### config.mk
export PLATFORM = sky130hd
export DESIGN_NAME = vend_status_ctrl_flat
export DESIGN_NICKNAME = d
export VERILOG_FILES = /design/src/rtl/vend_status_ctrl_pkg.sv /design/src/rtl/vend_status_ctrl_if.sv /design/src/rtl/vend_status_ctrl_timer.sv /design/src/rtl/vend_status_ctrl.sv /design/src/flat_wrapper.sv
export SDC_FILE = /design/constraint.sdc
export NUM_CORES = 1
export LEC_CHECK = 0
export CAP_MARGIN = 30
export CORE_AREA = 2 2 179 111
export DETAILED_ROUTE_END_ITERATION = 10
export DIE_AREA = 0 0 181 113
export GPL_TIMING_DRIVEN = 1
export PLACE_DENSITY = 0.37
export RECOVER_POWER = 100
export SLEW_MARGIN = 10
export SYNTH_ARGS = -nofsm -noshare
export SYNTH_HDL_FRONTEND = slang
export SYNTH_SLANG_ARGS = --single-unit
export TNS_END_PERCENT = 50
### constraint.sdc
create_clock -name clk -period 3.5 [get_ports clk]
set_clock_uncertainty 0.1 [all_clocks]
set_input_delay 0.35 -clock clk [delete_from_list [all_inputs] [get_ports clk]]
set_output_delay 0.35 -clock clk [all_outputs]
set_load 0.02 [all_outputs]
### src/rtl/vend_status_ctrl_pkg.sv
// ---------------------------------------------------------------------------
// vend_status_ctrl_pkg : status codes, coin values and state type for the
//                        vending transaction controller.  Rev 1.0
// ---------------------------------------------------------------------------
`default_nettype none

package vend_status_ctrl_pkg;

  typedef logic [1:0] status_t;

  localparam status_t ST_IDLE    = 2'b00;
  localparam status_t ST_FAIL    = 2'b01;
  localparam status_t ST_COLLECT = 2'b10;
  localparam status_t ST_VEND    = 2'b11;

  localparam logic [1:0] c_coin_05_units = 2'd1;
  localparam logic [1:0] c_coin_10_units = 2'd2;

  // The state encoding is the status code itself, so the status output is the state register.
  typedef enum logic [1:0] {
    S_IDLE    = ST_IDLE,
    S_FAIL    = ST_FAIL,
    S_COLLECT = ST_COLLECT,
    S_VEND    = ST_VEND
  } state_t;

  function automatic logic [1:0] coin_value(input logic coin_05, input logic coin_10);
    return (coin_05 ? c_coin_05_units : 2'd0) + (coin_10 ? c_coin_10_units : 2'd0);
  endfunction

endpackage

`default_nettype wire

### src/rtl/vend_status_ctrl_if.sv
// ---------------------------------------------------------------------------
// vend_status_ctrl_if : coin/button inputs and status/dispense/change outputs
//                       of the vending controller.  Rev 1.0
// ---------------------------------------------------------------------------
`default_nettype none

interface vend_status_ctrl_if;
  import vend_status_ctrl_pkg::*;

  logic       coin_05;
  logic       coin_10;
  logic       buy_a;
  logic       buy_b;
  logic       cancel;
  status_t    number_zhuangtai;
  logic [7:0] credit;
  logic       dispense_a;
  logic       dispense_b;
  logic [7:0] change;
  logic       change_vld;
  logic       coin_rej;

  modport master (
    output coin_05, coin_10, buy_a, buy_b, cancel,
    input  number_zhuangtai, credit, dispense_a, dispense_b, change, change_vld, coin_rej
  );

  modport slave (
    input  coin_05, coin_10, buy_a, buy_b, cancel,
    output number_zhuangtai, credit, dispense_a, dispense_b, change, change_vld, coin_rej
  );

endinterface

`default_nettype wire

### src/rtl/vend_status_ctrl_timer.sv
// ---------------------------------------------------------------------------
// vend_timer : loadable down-counter; done is high while the count is zero.
// Rev 1.0
// ---------------------------------------------------------------------------
`default_nettype none

module vend_timer #(
  parameter int unsigned WIDTH = 8
) (
  input  logic             clk,
  input  logic             rst_n,
  input  logic             load,
  input  logic [WIDTH-1:0] load_val,
  output logic             done
);

  logic [WIDTH-1:0] r_count;

  always_ff @(posedge clk or negedge rst_n) begin
    if (!rst_n) begin
      r_count <= '0;
    end else if (load) begin
      r_count <= load_val;
    end else if (r_count != '0) begin
      r_count <= r_count - WIDTH'(1);
    end
  end

  assign done = (r_count == '0);

endmodule

`default_nettype wire

### src/rtl/vend_status_ctrl.sv
// ---------------------------------------------------------------------------
// vend_status_ctrl : vending transaction FSM, credit arithmetic and status
//                    code producer for the beeper/LED drivers.  Rev 1.0
// ---------------------------------------------------------------------------
`default_nettype none

module vend_status_ctrl
  import vend_status_ctrl_pkg::*;
#(
  parameter int unsigned PRICE_A      = 5,
  parameter int unsigned PRICE_B      = 7,
  parameter int unsigned MAX_CREDIT   = 40,
  parameter int unsigned HOLD_CYCLES  = 40_000_000,
  parameter int unsigned IDLE_TIMEOUT = 500_000_000
) (
  input  logic               clk,
  input  logic               rst_n,
  vend_status_ctrl_if.slave  bus
);

  localparam int unsigned c_hold_w = $clog2(HOLD_CYCLES + 1);
  localparam int unsigned c_idle_w = $clog2(IDLE_TIMEOUT + 1);

  // Timers load N-1 so that done rises on the N-th cycle after the load edge.
  localparam logic [c_hold_w-1:0] c_hold_init = c_hold_w'(HOLD_CYCLES - 1);
  localparam logic [c_idle_w-1:0] c_idle_init = c_idle_w'(IDLE_TIMEOUT - 1);
  localparam logic [7:0]          c_price_a   = 8'(PRICE_A);
  localparam logic [7:0]          c_price_b   = 8'(PRICE_B);
  localparam logic [8:0]          c_max_credit = 9'(MAX_CREDIT);

  state_t     r_state, w_state_nxt;
  logic [7:0] r_credit, w_credit_nxt;
  logic [7:0] r_change, w_change_nxt;
  logic       r_change_vld, w_change_vld_nxt;
  logic       r_disp_a, w_disp_a_nxt;
  logic       r_disp_b, w_disp_b_nxt;
  logic       r_coin_rej, w_coin_rej_nxt;

  logic       w_hold_load, w_hold_done;
  logic       w_idle_load, w_idle_done;
  logic [1:0] w_coin_val;
  logic       w_coin;
  logic [8:0] w_sum;
  logic       w_buy;
  logic [7:0] w_price;

  assign w_coin_val = coin_value(bus.coin_05, bus.coin_10);
  assign w_coin     = (w_coin_val != 2'd0);
  assign w_sum      = {1'b0, r_credit} + {7'd0, w_coin_val};
  assign w_buy      = bus.buy_a | bus.buy_b;
  assign w_price    = bus.buy_a ? c_price_a : c_price_b;

  vend_timer #(.WIDTH(c_hold_w)) u_hold_timer (
    .clk      (clk),
    .rst_n    (rst_n),
    .load     (w_hold_load),
    .load_val (c_hold_init),
    .done     (w_hold_done)
  );

  vend_timer #(.WIDTH(c_idle_w)) u_idle_timer (
    .clk      (clk),
    .rst_n    (rst_n),
    .load     (w_idle_load),
    .load_val (c_idle_init),
    .done     (w_idle_done)
  );

  always_ff @(posedge clk or negedge rst_n) begin
    if (!rst_n) begin
      r_state      <= S_IDLE;
      r_credit     <= '0;
      r_change     <= '0;
      r_change_vld <= 1'b0;
      r_disp_a     <= 1'b0;
      r_disp_b     <= 1'b0;
      r_coin_rej   <= 1'b0;
    end else begin
      r_state      <= w_state_nxt;
      r_credit     <= w_credit_nxt;
      r_change     <= w_change_nxt;
      r_change_vld <= w_change_vld_nxt;
      r_disp_a     <= w_disp_a_nxt;
      r_disp_b     <= w_disp_b_nxt;
      r_coin_rej   <= w_coin_rej_nxt;
    end
  end

  always_comb begin
    w_state_nxt      = r_state;
    w_credit_nxt     = r_credit;
    w_change_nxt     = '0;
    w_change_vld_nxt = 1'b0;
    w_disp_a_nxt     = 1'b0;
    w_disp_b_nxt     = 1'b0;
    w_coin_rej_nxt   = 1'b0;
    w_hold_load      = 1'b0;
    w_idle_load      = 1'b0;

    case (r_state)
      S_IDLE: begin
        if (w_buy) begin
          w_coin_rej_nxt = w_coin;
          w_hold_load    = 1'b1;
          w_state_nxt    = S_FAIL;
        end else if (w_coin) begin
          w_credit_nxt = w_sum[7:0];
          w_idle_load  = 1'b1;
          w_state_nxt  = S_COLLECT;
        end
      end

      S_COLLECT: begin
        // Inactivity timeout behaves exactly like a cancel press.
        if (bus.cancel || w_idle_done) begin
          w_coin_rej_nxt   = w_coin;
          w_change_nxt     = r_credit;
          w_change_vld_nxt = 1'b1;
          w_credit_nxt     = '0;
          w_state_nxt      = S_IDLE;
        end else if (w_buy) begin
          w_coin_rej_nxt = w_coin;
          w_hold_load    = 1'b1;
          if (r_credit >= w_price) begin
            w_disp_a_nxt     = bus.buy_a;
            w_disp_b_nxt     = ~bus.buy_a;
            w_change_nxt     = r_credit - w_price;
            w_change_vld_nxt = (r_credit != w_price);
            w_credit_nxt     = '0;
            w_state_nxt      = S_VEND;
          end else begin
            w_state_nxt = S_FAIL;
          end
        end else if (w_coin) begin
          if (w_sum <= c_max_credit) begin
            w_credit_nxt = w_sum[7:0];
            w_idle_load  = 1'b1;
          end else begin
            w_coin_rej_nxt = 1'b1;
          end
        end
      end

      S_VEND: begin
        w_coin_rej_nxt = w_coin;
        if (w_hold_done) begin
          w_state_nxt = S_IDLE;
        end
      end

      S_FAIL: begin
        w_coin_rej_nxt = w_coin;
        if (w_hold_done) begin
          w_idle_load = 1'b1;
          w_state_nxt = (r_credit != '0) ? S_COLLECT : S_IDLE;
        end
      end

      default: begin
        w_state_nxt = S_IDLE;
      end
    endcase
  end

  assign bus.number_zhuangtai = r_state;
  assign bus.credit           = r_credit;
  assign bus.change           = r_change;
  assign bus.change_vld       = r_change_vld;
  assign bus.dispense_a       = r_disp_a;
  assign bus.dispense_b       = r_disp_b;
  assign bus.coin_rej         = r_coin_rej;

endmodule

`default_nettype wire

### src/flat_wrapper.sv
// flat-port wrapper written by rule: the top's interface ports become plain ports
module vend_status_ctrl_flat import vend_status_ctrl_pkg::*;
#(
  parameter int unsigned PRICE_A      = 5,
  parameter int unsigned PRICE_B      = 7,
  parameter int unsigned MAX_CREDIT   = 40,
  parameter int unsigned HOLD_CYCLES  = 40_000_000,
  parameter int unsigned IDLE_TIMEOUT = 500_000_000
)
  (clk, rst_n, bus_coin_05, bus_coin_10, bus_buy_a, bus_buy_b, bus_cancel, bus_number_zhuangtai, bus_credit, bus_dispense_a, bus_dispense_b, bus_change, bus_change_vld, bus_coin_rej);
  vend_status_ctrl_if bus_i ();
  input  logic clk;
  input  logic rst_n;
  input wire logic [$bits(bus_i.coin_05)-1:0] bus_coin_05;
  input wire logic [$bits(bus_i.coin_10)-1:0] bus_coin_10;
  input wire logic [$bits(bus_i.buy_a)-1:0] bus_buy_a;
  input wire logic [$bits(bus_i.buy_b)-1:0] bus_buy_b;
  input wire logic [$bits(bus_i.cancel)-1:0] bus_cancel;
  output wire logic [$bits(bus_i.number_zhuangtai)-1:0] bus_number_zhuangtai;
  output wire logic [$bits(bus_i.credit)-1:0] bus_credit;
  output wire logic [$bits(bus_i.dispense_a)-1:0] bus_dispense_a;
  output wire logic [$bits(bus_i.dispense_b)-1:0] bus_dispense_b;
  output wire logic [$bits(bus_i.change)-1:0] bus_change;
  output wire logic [$bits(bus_i.change_vld)-1:0] bus_change_vld;
  output wire logic [$bits(bus_i.coin_rej)-1:0] bus_coin_rej;
  assign bus_i.coin_05 = bus_coin_05;
  assign bus_i.coin_10 = bus_coin_10;
  assign bus_i.buy_a = bus_buy_a;
  assign bus_i.buy_b = bus_buy_b;
  assign bus_i.cancel = bus_cancel;
  assign bus_number_zhuangtai = bus_i.number_zhuangtai;
  assign bus_credit = bus_i.credit;
  assign bus_dispense_a = bus_i.dispense_a;
  assign bus_dispense_b = bus_i.dispense_b;
  assign bus_change = bus_i.change;
  assign bus_change_vld = bus_i.change_vld;
  assign bus_coin_rej = bus_i.coin_rej;
  vend_status_ctrl #(.PRICE_A(PRICE_A), .PRICE_B(PRICE_B), .MAX_CREDIT(MAX_CREDIT), .HOLD_CYCLES(HOLD_CYCLES), .IDLE_TIMEOUT(IDLE_TIMEOUT)) u_core (.clk(clk), .rst_n(rst_n), .bus(bus_i));
endmodule
* Word level (Yosys, flattened, before mapping) *
Index checks and enable logic that the tools add are counted.
W data, S select, Z words.

storage, ports and cells
  latch bits = 0
  RAM bits = 0
  flip-flop bits (word level) = 77
  memories = 0
  output and inout port bits = 22
  bits in read-only memories = 0
  logic and storage cells = 102
  bits of input ports = 7

operators by class
  order comparisons = 2
  mux-type cells = 57
  bitwise operators = 2
  shifts and indexed selects = 0
  add/sub/neg operators = 5
  equal/unequal tests = 13
  reduce and logical (&&, ||, !) cells = 14
  multiply operators = 0
  divide/modulo/power cells = 0

operators by type and width
  cell                     number
  $mux W8                  11
  $mux W29                 2
  $mux W26                 2
  $logic_not A29 Y1        1
  $reduce_bool A29 Y1      1
  $sub A29 B1 Y29 const B  1
  $mux W1                  27
  $logic_not A26 Y1        1
  $reduce_bool A26 Y1      1
  $sub A26 B1 Y26 const B  1
  $mux W2                  10
  $pmux W8 S2              1
  $add A8 B2 Y9            1
  $le A9 B6 Y1 const B     1
  $ge A8 B8 Y1             1
  $ne A4 B1 Y1 const B     2
  $ne A8 B8 Y1             1
  $pmux W2 S4              1
  $reduce_bool A2 Y1       4
  $reduce_bool A8 Y1       1
  $sub A8 B8 Y8            1
  $ne A2 B2 Y1 const B     3
  $ne A3 B1 Y1 const B     2
  $pmux W1 S3              2
  other kinds (13)         14

* Depth between registers and ports, before layout *
Gate-level depths: netlist of the first run.

  depth after elaboration = 10
  depth in mapped cells = 10
  mapped depth without buffers = 9

* By module *
A second synthesis of the first run with hierarchy kept.

unflattened totals
  cell total of the unflattened synthesis = 551
  area, all modules = 4,837.1 µm²

modules (own cells, without submodules)
  module                            times used  cells each  area each (µm²)  seq. area each (µm²)
  vend_timer (u_core.u_idle_timer)  1           215         1,888.1          725.7
  vend_timer (u_core.u_hold_timer)  1           171         1,535.2          650.6
  vend_status_ctrl                  1           165         1,413.9          550.5

* Worst setup path before layout of the first run *
No wires, ideal clock.

  path kind = reg-to-reg
  from = register u_core.r_credit[0], in the netlist u_core.bus.credit[0]
  to = register u_core.r_credit[0], in the netlist u_core.bus.credit[0]
  stages on the path, launching flop included = 10
  buffers on the path = 0
  arrival = 2.775 ns
  library setup time = 0.079 ns
  setup slack = 0.545 ns
  period minus slack after synthesis = 2.955 ns
  cells stage by stage = dfrtp_1 -> ha_1 -> fa_1 -> xnor2_1 -> a221oi_1 -> a311o_1 -> a21o_2 -> o2111a_1 -> nor3_4 -> mux2i_1

between the ends
  word-level cells in the longest chain between the ends = 6
  elaborated cells on any way between the ends = 13
  classes of those cells = add/sub (1); order compare (2); eq/ne (2); mux (7); reduce/logical (1)

ends and longest elaborated chain
  item                                                   line                    RTL
  from (decl)                                            vend_status_ctrl.sv:32  logic [7:0] r_credit, w_credit_nxt;
  from (signal assigned)                                 vend_status_ctrl.sv:80  r_credit <= w_credit_nxt;
  branches (longest 6 deep; another with $add A8 B2 Y9)  --

Several ways; the timed one is not identified. The select of a mux whose other input is x is not followed.
A chain may end at the register's enable or synchronous reset.

* Final worst setup path of the first run *
  from = input bus_coin_05
  to = register u_core.r_credit[1], in the netlist u_core.bus.credit[1]

between the ends
  word-level cells in the longest chain between the ends = 8
  elaborated cells on any way between the ends = 16
  classes of those cells = add/sub (2); order compare (1); eq/ne (3); mux (8); reduce/logical (2)

ends and longest elaborated chain
  item                                                   line                        RTL
  from (decl)                                            flat_wrapper.sv:14          input wire logic [$bits(bus_i.coin_05)-1:0] bus_coin_05;
  $mux W1 (*)                                            vend_status_ctrl_pkg.sv:28  return (coin_05 ? c_coin_05_units : 2'd0) + (coin_10 ? c_coin_10_units : 2'd0);
  $add A2 B2 Y2 (*)                                      vend_status_ctrl_pkg.sv:28
  branches (longest 6 deep; another with $add A8 B2 Y9)  --

Every way passes the cells marked *. The select of a mux whose other input is x is not followed.

==> results of run 1 <==
cell families after synthesis:
group	count (synthesis)	share of synthesized area
adder cells (fa/ha/maj)	9	0.02993
XOR/XNOR	48	0.09859
buffers and inverters	26	0.02964
AND/OR/NAND/NOR	229	0.2793
flip-flops	77	0.4519
multiplexers	3	0.007043
AO/OA/AOI/OAI	61	0.1036
per-layer routing:
layer,global-route usage,routed length (um)
met2,0.1495,4026
met4,0.03089,82
met5,0,0
met1,0.1736,6077
met3,0.02446,486
flip-flops by register name, indices dropped and copies added (netlist names):
register / flops
u_core.bus.dispense_b: 1
u_core.bus.change: 8
u_core.bus.number_zhuangtai: 2
u_core.bus.credit: 8
u_core.bus.dispense_a: 1
u_core.bus.change_vld: 1
u_core.bus.coin_rej: 1
u_core.u_hold_timer.r_count: 26
u_core.u_idle_timer.r_count: 29
layout make-up:
type / instances / share of cell area
inverters: 11 / 0.008006
repair buffers: 37 / 0.07108
well taps: 246 / 0.05968
clock buffers: 12 / 0.04973
multi-input cells: 350 / 0.4243
clock inverters: 4 / 0.01359
flip-flops and latches: 77 / 0.3736
placed cells by master (no fill, tap or decap), types with 6 or more instances in the layout:
cell / instances
dfrtp_1: 77
nand2_1: 69
nor2_1: 61
xnor2_1: 32
dlygate4sd3_1: 24
nand3_1: 18
xor2_1: 16
nor3_1: 14
nor4_1: 12
inv_1: 11
o21ai_0: 10
a21oi_1: 10
clkbuf_16: 9
ha_1: 7
or4_1: 6
and3_1: 6
a31oi_1: 6
worst min-delay path, delay by kind of cell (launching register included):
family        cells  cell delay [ns]
flops             1             0.36
xor+xnor          1             0.07
simple gates      1             0.05
where the power goes:
group | total [W] | internal (W) | leakage (nW) | switching (W)
logic | 0.0000681 | 0.0000219 | 0.956 | 0.0000462
registers | 0.000891 | 0.000891 | 0.845 | 0.000000137
clock network | 0.00102 | 0.000662 | 0.163 | 0.000363
path summary, 6_finish.rpt:
path | slack (ns) | to | depth (start not counted) | start
setup / recovery | 0.29 | u_core.bus.credit[1] | 10 | bus_coin_05
hold / removal | 0.42 | u_core.u_idle_timer.r_count[13] | 2 | u_core.u_idle_timer.r_count[13]
setup reg to reg | 0.46 | u_core.u_hold_timer.r_count[11] | 8 | u_core.u_idle_timer.r_count[20]
hold reg to reg | 0.42 | u_core.u_idle_timer.r_count[13] | 2 | u_core.u_idle_timer.r_count[13]
max in group asynchronous | 1.52 | u_core.u_hold_timer.r_count[6] | 3 | rst_n
min in group asynchronous | 0.83 | u_core.u_idle_timer.r_count[0] | 2 | rst_n
stage by stage:
stage               hold slack [ns]  total power [W]  instance area (sq um)    util  instances
global placement             0.4006        0.0009735                   4830  0.2577        719
finish                       0.4199         0.001983                   5157  0.2752        737
CTS                          0.3800         0.002026                   5194  0.2772        737
global route                 0.4496         0.002071                   5157  0.2752        737
detailed placement           0.1975        0.0009774                   4857  0.2592        720
floorplan                  -0.04559        0.0009364                   4264       -        453
==> flow_results.org, run 1 <==
** Setup path
- The largest individual stage delay along the critical path comes from the cell dlygate4sd3_1.
- Traced cell by cell, the critical path runs through dlygate4sd3_1, ha_1, fa_1, xnor2_1, a221oi_1, a311o_1, a21o_2, o2111a_1, nor3_4, mux2i_1.
- Data on the critical path is required at its endpoint by 3.65 ns.
- Slowest stage delay, CP :: 0.57 ns
- The number of buffers and inverters on the critical path is 1.
- Type of element capturing the critical path :: flip-flop
- In this run the worst path has a maximum fanout of 8.
- Crit Path Class :: in2reg
- The worst setup path is launched from an input pin.
- Arrival time at the worst endpoint :: 3.36 ns
- Top cell family by delay on the critical path :: compound AO/OA/AOI/OAI gates

** Power
- P_leak :: 1.963 nW
- Max VDD drop :: 0.1992 mV
- Pwr Density :: 384.6 nW/um^2

** Cells and area
- Of the cells placed in the final design, the portion with a size suffix greater than 1 is 0.08758.
- At the end of the flow, the number of nets in the layout was 502.
- Diode count :: 0
- The sequential cells in the finished layout cover a total of 1927 sq um.
- In the final layout, the multi-input gates occupy 2188 sq um.
- From synthesis to final layout, the design area changed by 20.95%.
- Number of fill cells in the layout :: 1997

** Clocking
- Number of clock buffers inserted by TritonCTS :: 9
- Worst-path clk slew :: 0.06 ns
- Num Clock Sinks :: 77
- TritonCTS clock tree :: built
- H-tree levels :: 3
- Once the clock tree was built, the setup fixing pass inserted 0 buffers.
- Clock tree root buffer cell :: clkbuf_16
- Gates resized during post-CTS repair numbered 0.
- After clock tree synthesis, the flow added hold-fix buffers numbering 1.
- Clock Tree Buf Depth :: 2
- Clock latency on the worst-skew pair :: 0.33 ns

** Yosys
- The synthesized netlist occupies a cell area of 4264 sq um.
- After synthesis, the mean cell area works out to 9.413 sq um.
- After synthesis the netlist holds a flip-flop and latch count of 77.
- dfrtp_1 takes more of the synthesized area than any other cell.
- Net count after synthesis :: 469
- Counting flops with a built-in enable in the synthesized netlist gives 0.
- Counting every instance in the synthesized netlist gives 453.
- Number of warnings issued by yosys :: 0
- The commonest cells after synthesis are dfrtp_1, nand2_1, nor2_1.
- Most frequently used cell type in the post-synthesis netlist :: dfrtp_1
- Post-synth cell types :: 68
- For this run, asynchronously set or reset flops after synthesis account for 1.000.
- Among all flip-flop cells after synthesis, the most frequent one is dfrtp_1.
- Leading post-synthesis cells by cell area :: dfrtp_1, xnor2_1, nand2_1
- Of the post-synthesis cell area, the dominant cell type holds 0.4519.
- The share of the Yosys chip area taken by registers is 0.4519.

** Route
- The pre-antenna-repair detailed-routing pass consisted of 4 iterations.
- For this run, design rule violations remaining after detail routing come to 0.
- 1st-iter DRT viols :: 198
- Total length of routed wires :: 10670 um
- Mean routed wirelength per cell :: 14.48 um
- Detailed routing inserted a total of 3335 vias.
- Vias per cell :: 4.525
- The count of nets left with antenna violations once routing finished came out at 0.

** Flow run
- # Max-Cap Violations :: 1

** STA
- Worst max-slew margin expressed relative to the limit :: -0.02644
- Total Neg Setup Slack :: 0 ns
- Static timing analysis puts the maximum clock frequency at 311.9 MHz.
- Unrepaired setup endpoints after global routing :: no
- Final critical path time including I/O delays and setup :: 3.206 ns
- Max Slew Vio Count :: 25
- # setup viols final :: 0
- Period utilization :: 0.9161
- The number of hold violations in the final report is 0.
- After layout, the worst setup slack is 0.2938 ns.
- Measured slew at the worst slew-check pin :: 1.540 ns

** Placed design
- Before CTS, the worst setup slack after placement is 0.09711 ns.
- The congestion estimate from routability-driven global placement came to 0.8662.
- Detailed placement HPWL :: 7745 um
- In this run the tool buffered the top-level ports with 28 buffer cells.

** Floorplan
- Count of boundary I/O pins :: 29
- Measured along the y axis, the die boundary spans 113 um.
- The die covers 20450 sq um.
- Die outline width :: 181 um
- In this run the standard cell core region covers 18740 sq um.
- Effective utilization at floorplan :: 0.2276
- The floorplan has 39 rows.

** GRT
- Across every metal layer, demand over resource in global routing totals 0.1109.
- The number of antenna violations at the first check in global routing was 0.
- Wire length of the first global-routing pass :: 17800 um
- Summed over all layers, the global routing overflow is 0.
- Number of global-route vias before repair :: 3322
- Pin count of the biggest net entering global routing :: 54

** Status
- The run finished, with violations left.
- Failing checks :: capacitance limit, slew limit

** Worst hold path
- Path category of the worst min-delay check :: reg2reg
Note: power is estimated with default switching activity, not from simulation.
==> inputs of run 2 (changes only) <==
MAX_ROUTING_LAYER = met4   (was not set)
==> run 2 against run 1 <==
  * Sequential share of layout area did not move
  * Setup slack hardly changed
  * Hold slack about the same
  * Global-route usage grew 0.35 points
  * Largest power group unchanged
  * Via count up 0.15%
  * The flow still finishes with violations (capacitance limit, slew limit)
  * Sequential power barely moved
  * Critical path type unchanged
  * Design area is the same
==> flow_results.org, run 2 (synthesis results as in run 1) <==
** Status
- The flow ran to the end, but the final reports show violations.
- Failing checks :: capacitance limit, slew limit

** Setup path
- Type of origin of the critical path :: input pin
- Slowest stage delay, CP :: 0.57 ns
- WP buf/inv :: 1
- Critical-path cell list :: dlygate4sd3_1, ha_1, fa_1, xnor2_1, a221oi_1, a311o_1, a21o_2, o2111a_1, nor3_4, mux2i_1
- At the worst endpoint, the required time is 3.65 ns.
- Top cell family by delay on the critical path :: compound AO/OA/AOI/OAI gates
- The worst setup path is of the in2reg kind.
- Arrival time at the worst endpoint :: 3.36 ns
- Slowest cell on the critical path :: dlygate4sd3_1
- Worst-path maximum fanout :: 8
- Type of element capturing the critical path :: flip-flop

** Power
- Sw Ratio :: 0.2061
- Internal power comes to 0.001574 W.
- IR analysis of the VDD net gives a maximum drop of 0.1984 mV.
- Of the total power, registers draw 0.449.
- Pwr Density :: 384.5 nW/um^2
- Total net switching power :: 0.0004087 W
- Total power of the final layout :: 0.001983 W
- The analysis attributes to cell leakage a power of 1.963 nW.
- Combinational share of power :: 0.034
- Of the total power, the clock network draws 0.516.

** Clocking
- TritonCTS built the clock tree.
- Once the clock tree was built, the resizer swapped 0 gates to a different size.
- H-tree levels :: 3
- Clock latency on the worst-skew pair :: 0.33 ns
- Number of clock buffers inserted by TritonCTS :: 9
- Clock-pin slew was measured on the worst setup and hold paths at 0.06 ns.
- Clock tree root buffer cell :: clkbuf_16
- Num Clock Sinks :: 77
- Counting along the longest clock path gives a buffer depth of 2.

** Route
- Dividing the detail-routed via count by the number of cells gives 4.532.
- Before antenna repair, the detailed router went through 4 iterations.
- The detail route stage leaves a number of antenna-violating nets equal to 0.
- For this run, design rule violations remaining after detail routing come to 0.
- 1st-iter DRT viols :: 210
- Highest signal layer in the routed design :: met4
- Summed over all layers, the routed wires come to 10670 um.
- Summed over all nets, wire length on met2 after detailed routing comes to 4034 um.
- After detailed routing, the average wire length per cell comes to 14.47 um.
- Total number of vias :: 3340
- Total met3 wirelength after detailed routing :: 548 um
- In the final routing, the length of wire on met1 measures 5990 um.

** Cells and area
- The top cell types in the final layout, fill and taps aside, are dfrtp_1, nand2_1, nor2_1.
- Once layout is complete, the utilization of the core stands at 0.2752.
- Leaving out fill and tap cells, the most frequent cell in the layout is dfrtp_1.
- Largest registers :: u_core.u_idle_timer.r_count (29), u_core.u_hold_timer.r_count (26)
- Largest register FFs :: 29
- The area growth from synthesis to layout is 20.95%.
- Footprint of the multi-input gates :: 2188 sq um
- After the last flow step, the layout net total stands at 502.
- The register with the most flip-flops in the final layout is u_core.u_idle_timer.r_count.
- The finished cells cover 5157 sq um.
- Summing all flip-flop and latch instances after layout gives 1927 sq um.
- Number of fill cells in the layout :: 1997
- The repair_antennas step left the layout with diodes totalling 0.
- Of the cells placed in the final design, the portion with a size suffix greater than 1 is 0.08758.

** GRT
- Aggregate global routing overflow :: 0
- All-layer global routing usage :: 0.1143
- Wire length of the first global-routing pass :: 17820 um
- Pin count of the biggest net entering global routing :: 54
- The via count of the first global-routing pass was 3314.
- The number of antenna violations at the first check in global routing came to 0.

** STA
- In the finished design, the share of the clock period the worst path needs comes to 0.9162.
- Measured slew at the worst slew-check pin :: 1.536 ns
- Setup repair after global routing left no endpoint under its margin.
- Final critical path time including I/O delays and setup :: 3.207 ns
- In this run the tightest slew margin relative to its limit is -0.02427.
- Based on the critical path, the design can be clocked at up to 311.9 MHz.
- Total Neg Setup Slack :: 0 ns
- # setup viols final :: 0
- The tightest hold path in the finished design has a slack of 0.4199 ns.
- Max Slew Vio Count :: 25
- The number of hold violations in the final report came to 0.

** Floorplan
- Count of boundary I/O pins :: 29
- Die outline width :: 181 um
- Full die area :: 20450 sq um
- The initial utilization of the core area, before any placement, comes to 0.2276.
- In this run the standard cell core region covers 18740 sq um.
- In this run the core area contains 39 standard-cell rows.
- Y dimension of the die :: 113 um

** Flow run
- # Max-Cap Violations :: 1

** Placed design
- Final weighted congestion in routability-driven placement :: 0.8803
- Count of buffers inserted at the top-level ports :: 28
- Summing all placed instances gives a cell area of 4857 sq um.
- Once detailed placement completed, the half-perimeter wirelength came to 7745 um.

** Worst hold path
- Path category of the worst min-delay check :: reg2reg
## run 2: cell counts in the layout (fill, tap and decap cells not counted)
Identical to the previous run, type by type.
## run 2: final timing paths
kind | startpoint | end | slack (ns) | cells after the start
min in group asynchronous | rst_n | u_core.u_idle_timer.r_count[0] | 0.83 | 2
max in group asynchronous | rst_n | u_core.u_hold_timer.r_count[6] | 1.52 | 3
worst min register to register | u_core.u_idle_timer.r_count[13] | u_core.u_idle_timer.r_count[13] | 0.42 | 2
worst max register to register | u_core.u_idle_timer.r_count[20] | u_core.u_hold_timer.r_count[11] | 0.46 | 8
worst max-delay path | bus_coin_05 | u_core.bus.credit[1] | 0.29 | 10
worst min-delay path | u_core.u_idle_timer.r_count[13] | u_core.u_idle_timer.r_count[13] | 0.42 | 2
## run 2: repair_timing
item	4_1_cts	5_1_grt
hold endpoints to repair	24	0
setup buffers	0	0
hold buffers	1	0
## run 2: worst reg2reg max path, cell delays in order, from the launching register on
cell      delay (ns)
dfrtp_1         0.42
or4_1           0.64
nor2_1          0.41
nand4_1         0.31
nand2b_2        0.31
nand2_1         0.11
nand3_1         0.13
clkbuf_2        0.35
nand3_1         0.12
## run 2: per-stage QoR
step	instances	worst slack (ns)
after floorplan	453	0.5453
after global placement	719	0.1523
after detailed placement	720	0.09711
after CTS	737	0.4463
after global routing	737	0.1249
final	737	0.2934
## run 2: per-layer routing
layer  vias to the layer above  GRT usage
met2                        73     0.1492
met1                      1610     0.1740
li1                       1648          -
met5                         -          -
met3                         9    0.02446
met4                         0    0.03089
## run 2: power groups by stage
| stage | sequential, W | clock (W) | combinational [W] |
|---|---|---|---|
| global route | 0.000890 | 0.00110 | 0.0000783 |
| floorplan | 0.000908 | 0 | 0.0000281 |
| detailed placement | 0.000907 | 0 | 0.0000702 |
| global placement | 0.000907 | 0 | 0.0000664 |
| CTS | 0.000891 | 0.00106 | 0.0000716 |
| finish | 0.000891 | 0.00102 | 0.0000684 |
## run 2: final cells by class
class                   instances  share of cell area
multi-input cells             350              0.4243
clock buffers                  12             0.04973
inverters                      11            0.008006
flip-flops and latches         77              0.3736
repair buffers                 37             0.07108
clock inverters                 4             0.01359
well taps                     246             0.05968
